### src/rtl/delay_tap_scheduler_pkg.sv
// Shared definitions for the delay-line tap scheduler: FSM encoding,
// default widths and the legal tap-count ceiling.
package delay_tap_scheduler_pkg;

  localparam int unsigned DEF_BITSIZE = 16;
  localparam int unsigned DEF_ADDRLEN = 16;
  localparam int unsigned DEF_NTAPS   = 4;

  // NTAPS+3 cycles must fit inside a 64-bclk frame
  localparam int unsigned NTAPS_MAX   = 32;

  typedef enum logic [2:0] {
    ST_IDLE,
    ST_WRITE,
    ST_READ,
    ST_DRAIN,
    ST_DONE
  } state_e;

endpackage

### src/rtl/delay_tap_scheduler.sv
// Per-frame sequencer for a single-port delay-line memory: one write of the
// new sample, then NTAPS reads at per-tap delays behind the write pointer.
module delay_tap_scheduler
  import delay_tap_scheduler_pkg::*;
#(
  parameter int unsigned BITSIZE = DEF_BITSIZE,
  parameter int unsigned ADDRLEN = DEF_ADDRLEN,
  parameter int unsigned NTAPS   = DEF_NTAPS
) (
  input  logic                       bclk,
  input  logic                       resetn,
  input  logic                       lrclk,
  input  logic                       enable,
  input  logic [BITSIZE-1:0]         wr_data,
  input  logic [NTAPS*ADDRLEN-1:0]   tap_delay,
  output logic [ADDRLEN-1:0]         mem_addr,
  output logic                       mem_wren,
  output logic [BITSIZE-1:0]         mem_datain,
  input  logic [BITSIZE-1:0]         mem_dataout,
  output logic [NTAPS*BITSIZE-1:0]   tap_data,
  output logic                       tap_valid,
  output logic                       busy,
  output logic                       overrun
);

  localparam int unsigned IDXW = (NTAPS > 1) ? $clog2(NTAPS) : 1;
  localparam logic [IDXW-1:0] LAST_IDX = IDXW'(NTAPS - 1);

  if (NTAPS < 1 || NTAPS > NTAPS_MAX) begin : g_bad_ntaps
    $error("delay_tap_scheduler: NTAPS out of range");
  end

  state_e                           state_q, state_d;
  logic                             lrclk_d_q;
  logic [ADDRLEN-1:0]               wr_ptr_q, wr_ptr_d;
  logic [ADDRLEN-1:0]               mem_addr_q, mem_addr_d;
  logic                             mem_wren_q, mem_wren_d;
  logic [BITSIZE-1:0]               mem_datain_q, mem_datain_d;
  logic [NTAPS-1:0][ADDRLEN-1:0]    dly_q, dly_d;
  logic [IDXW-1:0]                  rd_idx_q, rd_idx_d;
  logic                             drn_q, drn_d;
  logic                             iss_v_q, iss_v_d;
  logic [IDXW-1:0]                  iss_idx_q, iss_idx_d;
  logic                             cap_v_q;
  logic [IDXW-1:0]                  cap_idx_q;
  logic [NTAPS-1:0][BITSIZE-1:0]    shadow_q, shadow_d;
  logic [NTAPS-1:0][BITSIZE-1:0]    tap_data_q, tap_data_d;
  logic                             tap_valid_q, tap_valid_d;
  logic                             busy_q, busy_d;
  logic                             overrun_q, overrun_d;
  logic                             fs;
  logic [IDXW-1:0]                  nxt_idx;

  always_comb begin
    fs           = lrclk & ~lrclk_d_q;
    nxt_idx      = rd_idx_q + 1'b1;
    state_d      = state_q;
    wr_ptr_d     = wr_ptr_q;
    mem_addr_d   = mem_addr_q;
    mem_wren_d   = 1'b0;
    mem_datain_d = mem_datain_q;
    dly_d        = dly_q;
    rd_idx_d     = rd_idx_q;
    drn_d        = drn_q;
    iss_v_d      = 1'b0;
    iss_idx_d    = iss_idx_q;
    tap_data_d   = tap_data_q;
    tap_valid_d  = 1'b0;
    busy_d       = busy_q;
    overrun_d    = overrun_q | (fs & (state_q != ST_IDLE));
    shadow_d     = shadow_q;
    // Read data lands two edges after its address was registered
    if (cap_v_q) begin
      shadow_d[cap_idx_q] = mem_dataout;
    end

    case (state_q)
      ST_IDLE: begin
        if (fs && enable) begin
          mem_datain_d = wr_data;
          dly_d        = tap_delay;
          mem_addr_d   = wr_ptr_q;
          mem_wren_d   = 1'b1;
          busy_d       = 1'b1;
          state_d      = ST_WRITE;
        end
      end
      ST_WRITE: begin
        mem_addr_d = wr_ptr_q - dly_q[0];
        iss_v_d    = 1'b1;
        iss_idx_d  = '0;
        rd_idx_d   = '0;
        state_d    = ST_READ;
      end
      ST_READ: begin
        if (rd_idx_q != LAST_IDX) begin
          mem_addr_d = wr_ptr_q - dly_q[nxt_idx];
          iss_v_d    = 1'b1;
          iss_idx_d  = nxt_idx;
          rd_idx_d   = nxt_idx;
        end else begin
          drn_d   = 1'b0;
          state_d = ST_DRAIN;
        end
      end
      ST_DRAIN: begin
        drn_d = 1'b1;
        if (drn_q) begin
          state_d = ST_DONE;
        end
      end
      ST_DONE: begin
        tap_data_d  = shadow_q;
        tap_valid_d = 1'b1;
        wr_ptr_d    = wr_ptr_q + 1'b1;
        busy_d      = 1'b0;
        state_d     = ST_IDLE;
      end
      default: begin
        state_d = ST_IDLE;
      end
    endcase
  end

  // lrclk_d resets high so a frame clock already high at release is no edge
  always_ff @(posedge bclk or negedge resetn) begin
    if (!resetn) begin
      state_q      <= ST_IDLE;
      lrclk_d_q    <= 1'b1;
      wr_ptr_q     <= '0;
      mem_addr_q   <= '0;
      mem_wren_q   <= 1'b0;
      mem_datain_q <= '0;
      dly_q        <= '0;
      rd_idx_q     <= '0;
      drn_q        <= 1'b0;
      iss_v_q      <= 1'b0;
      iss_idx_q    <= '0;
      cap_v_q      <= 1'b0;
      cap_idx_q    <= '0;
      shadow_q     <= '0;
      tap_data_q   <= '0;
      tap_valid_q  <= 1'b0;
      busy_q       <= 1'b0;
      overrun_q    <= 1'b0;
    end else begin
      state_q      <= state_d;
      lrclk_d_q    <= lrclk;
      wr_ptr_q     <= wr_ptr_d;
      mem_addr_q   <= mem_addr_d;
      mem_wren_q   <= mem_wren_d;
      mem_datain_q <= mem_datain_d;
      dly_q        <= dly_d;
      rd_idx_q     <= rd_idx_d;
      drn_q        <= drn_d;
      iss_v_q      <= iss_v_d;
      iss_idx_q    <= iss_idx_d;
      cap_v_q      <= iss_v_q;
      cap_idx_q    <= iss_idx_q;
      shadow_q     <= shadow_d;
      tap_data_q   <= tap_data_d;
      tap_valid_q  <= tap_valid_d;
      busy_q       <= busy_d;
      overrun_q    <= overrun_d;
    end
  end

  assign mem_addr   = mem_addr_q;
  assign mem_wren   = mem_wren_q;
  assign mem_datain = mem_datain_q;
  assign tap_data   = tap_data_q;
  assign tap_valid  = tap_valid_q;
  assign busy       = busy_q;
  assign overrun    = overrun_q;

endmodule

### config.mk
export PLATFORM = sky130hd
export DESIGN_NAME = delay_tap_scheduler
export DESIGN_NICKNAME = d
export VERILOG_FILES = /design/src/rtl/delay_tap_scheduler_pkg.sv /design/src/rtl/delay_tap_scheduler.sv
export SDC_FILE = /design/constraint.sdc
export NUM_CORES = 1
export LEC_CHECK = 0
export CORE_MARGIN = 2
export CORE_UTILIZATION = 45
export DETAILED_ROUTE_END_ITERATION = 6
export GPL_ROUTABILITY_DRIVEN = 0
export HOLD_SLACK_MARGIN = 0.15
export PLACE_DENSITY_LB_ADDON = 0.3
export SLEW_MARGIN = 10
export SYNTH_ARGS = -nofsm -noshare
export SYNTH_HDL_FRONTEND = slang
export SYNTH_SLANG_ARGS = --single-unit
### constraint.sdc
create_clock -name bclk -period 3.2 [get_ports bclk]
set_input_delay 0.48 -clock bclk [delete_from_list [all_inputs] [get_ports bclk]]
set_output_delay 0.48 -clock bclk [all_outputs]
set_load 0.02 [all_outputs]
; ---- Word level (Yosys, flattened, before mapping)
; Index checks and enable logic that the tools add are counted.
[op_classes]
n_addsub = 4
n_mul = 0
div_mod_pow = 0
magnitude_cmp = 3
eq_ne = 9
shift = 0
n_mux = 23
bitwise_logic = 4
reduce_logical = 14
[ops]
columns = operator, n
row1 = bitwise mux 64 bit, 1
row2 = two-way mux 16 bit, 4
row3 = case mux 16 bit (3 select lines), 1
row4 = binary-select mux 16 bit (select 2 bit), 1
row5 = demux 16 bit (select 2 bit), 1
row6 = subtractor 16 bit, 2
row7 = adder 16 x 1 -> 16 bit (second input constant), 1
row8 = case mux 3 bit (4 select lines), 1
row9 = != test 2 bit (second input constant), 5
row10 = two-way mux 3 bit, 3
row11 = AND reduction 2 bit, 4
row12 = equality test 3 x 2 -> 1 bit (second input constant), 2
row13 = < comparator 2 x 3 -> 1 bit (second input constant), 2
row14 = two-way mux 1 bit, 6
row15 = case mux 1 bit (2 select lines), 3
row16 = AND reduction 3 bit, 2
row17 = nonzero test 2 bit, 3
row18 = nonzero test 3 bit, 2
row19 = case mux 2 bit (2 select lines), 1
row20 = equality test 3 x 1 -> 1 bit (second input constant), 1
row21 = equality test 3 bit (second input constant), 1
row22 = logical NOT 3 bit, 1
row23 = adder 2 x 1 -> 2 bit (second input constant), 1
row24 = AND 1 bit, 2
row25 = 5 further kinds, 6
[totals]
regBits = 255
latchBits = 0
ramBits = 0
rom_bits = 0
in_bits = 100
output_inout_bits = 100
elab_cells = 83
mem_count = 0

; ---- Depth between registers and ports, before layout
[logic_depth]
ltp_word = 6
depth_mapped = 17

; ---- Worst setup path after synthesis
; OpenSTA, ideal clock, no wires.
[synth_timing]
path_type = register to register
start = register iss_idx_q[0] (netlist name)
end = register mem_addr_q[14] (netlist: mem_addr[14])
arrival_ps = 3237
t_required_ps = 3076
setup_slack_ps = -161
path_stages_with_launch = 14
cell_sequence = dfrtp_1 ha_1 buf_1 inv_1 nor2_1 buf_2 a221oi_1 fa_1 a21oi_1 o211ai_1 a21oi_1 a211oi_1 a31o_2 a211o_1
[synth_rtl]
columns = element, line
row1 = "end signal, assigned", delay_tap_scheduler.sv:150  ; mem_addr_q <= mem_addr_d;
row2 = "end, declared", delay_tap_scheduler.sv:36  ; logic [ADDRLEN-1:0] mem_addr_q, mem_addr_d;

; ---- Worst setup path in the final report
[layout_timing]
start = register state_q[2]
end = register mem_addr_q[14] (netlist: mem_addr[14])
[layout_via]
elab_chain_cells = 3
elab_cells_between_ends = 8
cone_classes = eq/ne (4) / mux (1) / reduce/logical (3)
[layout_lines]
columns = element, line
row1 = "start, declared", delay_tap_scheduler.sv:33  ; state_e state_q, state_d;
row2 = "start signal, assigned", delay_tap_scheduler.sv:147  ; state_q <= state_d;
row3 = "equality test 3 x 2 -> 1 bit, or another cell as far along", delay_tap_scheduler.sv:77  ; case (state_q)
row4 = != test 2 bit (no source line) / nonzero test 3 bit (equally long branches), -
row5 = AND reduction 3 bit (no source line), -
; Parallel ways exist; a longest one is shown, timed or not.
; A chain may end at the register's enable or synchronous reset.

==> flow_metrics.tcl <==
set metrics [dict create \
    crit_buf_inv 3 \
    synth.cell_area_sq_mm 0.0111 \
    overflow 0 \
    max_stage_delay_ns 0.43 \
    cts-buffers-inserted 28 \
    antenna_cells 0 \
    synth.top_cell.area_share_pct 57.2 \
    violations "negative setup slack" \
    cts.reportedPaths.clkPinSlew_ns 0.06 \
    use_met2_pct 31.3 \
    cp-startpoint "state_q[2]" \
    crit_family "compound AO/OA/AOI/OAI gates" \
    fin_nets 1354 \
    ys_seq_area_share_pct 57.4 \
    grtUsageMet1_pct 29.8 \
    crit_type "reg -> reg" \
    met3_usage_pct 4.34 \
    switching_share_pct 36.8 \
    clk_latency_ns 0.55 \
    synth_warnings 0 \
    crit_path_start_kind "flip-flop" \
    area_growth_pct 35.0 \
    synth-main-ff-cell "dfrtp_1" \
    ant_nets 0 \
    min_period_over_period_pct 101 \
    clock.fmax_mhz 311 \
    track_usage_pct 20.4 \
    fp-row-count 57 \
    cts_max_level 1 \
    crit_required_ns 3.64 \
    relSlewSlack_pct 51.5 \
    leakagePower_nw 6.74 \
    maxCapViolCount 0 \
    finalPower_mw 17.3 \
    yosysTopAreaCell "dfrtp_1" \
    dr_total_vias 8128 \
    path_cells "or3b_4 > buf_8 > nor3b_2 > a21oi_1 > nor2_1 > a221oi_1 > buf_4 > fa_2 > a21oi_2 > o211ai_1 > buf_4 > a21oi_4 > a211oi_2 > a31o_2 > a211o_1" \
    period_needed_ns 3.22 \
    p_clk_share_pct 18.8 \
    vdd_drop_max_uv 601 \
    core-area_sq_mm 0.0243 \
    status "finished with violations" \
    drt_wl_total_um 26900 \
    syn_nets 1121 \
    portBuffers 199 \
    antenna_found_initial 0 \
    ys_top_cells_by_area "dfrtp_1 57%, mux2_2 15%, nand2_1 9.4%" \
    rsz0062_at_grt "true" \
    pwr-share-comb_pct 48.7 \
    ios 200 \
    cts_buffer_depth 3 \
    powerDensity_mw_per_mm2 1150 \
    grt_pass1_wl_um 43000 \
    setup_viol 1 \
    avgViaCountPerCell 5.15 \
    holdWs_ns 0.354 \
    cts-root-buf "clkbuf_16" \
    grt_pass1_vias 8021 \
    postSynthCellCount 1001 \
    die_x_um 161 \
    async_reset_ff_share_pct 100 \
    slew_viol_final 0 \
    post_synth_most_frequent_cells "277 x nand2_1, 254 x dfrtp_1, 145 x mux2_2" \
    cts_sinks 255 \
    first_iter_violations 493 \
    cts_tree "yes" \
    worstPathMaxFanout 8 \
    p_seq_share_pct 32.5 \
    reg2reg_slack_ns -0.02 \
    grt_max_degree 89 \
    fin_skew_ns 0.0150 \
    p_int_mw 10.9 \
    die_h_um 161 \
    synth.avg_cell_area_sq_um 11.1 \
    wl_per_cell_um 17.1 \
    cpMaxStageDelayCell "or3b_4" \
    endpoint "mem_addr[14]" \
    synth_cell_types 51 \
    drc 0 \
    crit_top_cell "buf_4" \
    r2r_cells 15 \
    synth.most_common_cell "nand2_1" \
    synth_seq_cells 255 \
    crit_arrival_ns 3.65 \
    worst_slew_pin_slew_ns 0.725 \
    finalHoldViolations 0 \
    switching_power_mw 6.37 \
    r2r_start "state_q[2]" \
    detailed_place.area_sq_mm 0.0137 \
    setup_slack_ns -0.0172 \
    stdcell_area_sq_mm 0.0150 \
    dp.final_hpwl_um 18400 \
    die_area_sq_mm 0.0260 \
    min_path_type "reg -> reg" \
    drtPass1Iterations 5 \
    drive_above_1_share_pct 22.8 \
    r2r_end "mem_addr[14]" \
    busiest_layer "met2" \
    synth_edf_count 0 \
    cp_num_cells 15 \
    end_kind "flip-flop" \
    initial_core_util_pct 45.7 \
]
stage by stage:
stage / instances / util (%) / TNS, ns / setup slack (ns)
finish: 1579 / 61.7 / -0.0172 / -0.0172
CTS: 1565 / 60.3 / 0 / 0.0147
floorplan: 1001 / - / -0.0160 / -0.0117
global route: 1579 / 61.7 / -0.731 / -0.148
global placement: 1511 / 56.3 / 0 / 0.0872
detailed placement: 1511 / 56.3 / 0 / 0.0182
worst min-delay path by stage:
stage	endpoint	cells after the start	startpoint	slack, ns
floorplan	busy	0	resetn	0.18
global placement	cap_v_q	0	iss_v_q	0.33
detailed placement	cap_v_q	0	iss_v_q	0.34
CTS	cap_v_q	0	iss_v_q	0.34
global route	cap_v_q	0	iss_v_q	0.35
finish	cap_v_q	0	iss_v_q	0.35
metal layers:
metal,vias to the layer above,wire length (um)
li1,3862,-
met1,3954,12400
met2,268,12300
met3,44,1730
met4,0,587
met5,-,0
power by group through the flow:
stage               Sequential [mW]  Clock [mW]  Combinational [mW]
global placement               5.59           0                7.45
floorplan                      6.16           0                3.98
detailed placement             5.65           0                7.62
global route                   5.81        3.48                9.09
finish                         5.62        3.24                8.42
CTS                            5.61        3.32                7.77
worst reg2reg max path, cell delays in order (launching register included):
cell      delay [ns]
dfrtp_1         0.37
or3b_4          0.43
buf_8           0.17
nor3b_2         0.18
a21oi_1         0.07
nor2_1          0.12
a221oi_1        0.07
buf_4           0.16
fa_2            0.34
a21oi_2         0.19
o211ai_1        0.10
buf_4           0.16
a21oi_4         0.17
a211oi_2        0.08
a31o_2          0.22
a211o_1         0.28
area by class of cell:
class / instances / area (sq um)
Inverter: 12 / 45.0
Timing Repair Buffer: 255 / 2550
Clock buffer: 42 / 793
Clock inverter: 9 / 156
Tap cell: 324 / 405
Sequential cell: 255 / 6380
Multi-Input combinational cell: 682 / 4670
Fill cell: 1922 / 9310
placed cells by master, fill, tap and decap left out, drive strengths merged, types with 15 or more instances in the layout:
cell type	n
a221oi	15
nand2	277
nor2	40
xnor2	20
ha	19
clkbuf	45
buf	53
mux2	145
clkdlybuf4s50	198
a21oi	41
dfrtp	254
nor3b	17
registers in the layout, summed over array words and instances, names as in the netlist:
signal,count
busy,1
cap_idx_q,2
cap_v_q,1
dly_q,64
drn_q,1
iss_idx_q,2
iss_v_q,1
lrclk_d_q,1
mem_addr,16
mem_datain,16
mem_wren,1
overrun,1
shadow_q,64
state_q,3
tap_data,64
tap_valid,1
wr_ptr_q,16
timing repair:
| item | 4_1_cts | 5_1_grt |
|---|---|---|
| pin swaps | 1 | 22 |
| endpoints found under the hold margin | 83 | 0 |
| setup buffers | 2 | 11 |
| gates cloned | 0 | 3 |
| hold buffers | 1 | 0 |
| setup endpoints to repair | 1 | 10 |
| gates resized for setup | 3 | 38 |
kinds of logic after synthesis:
group	after synthesis	share of synthesized area, %
mux	146	14.8
xor+xnor	26	2.05
simple gates	382	14.5
buf+inv	64	2.53
flops	255	57.4
compound gates	108	6.39
fa+ha+maj	20	2.32
Power figures use the tool's default switching activity.
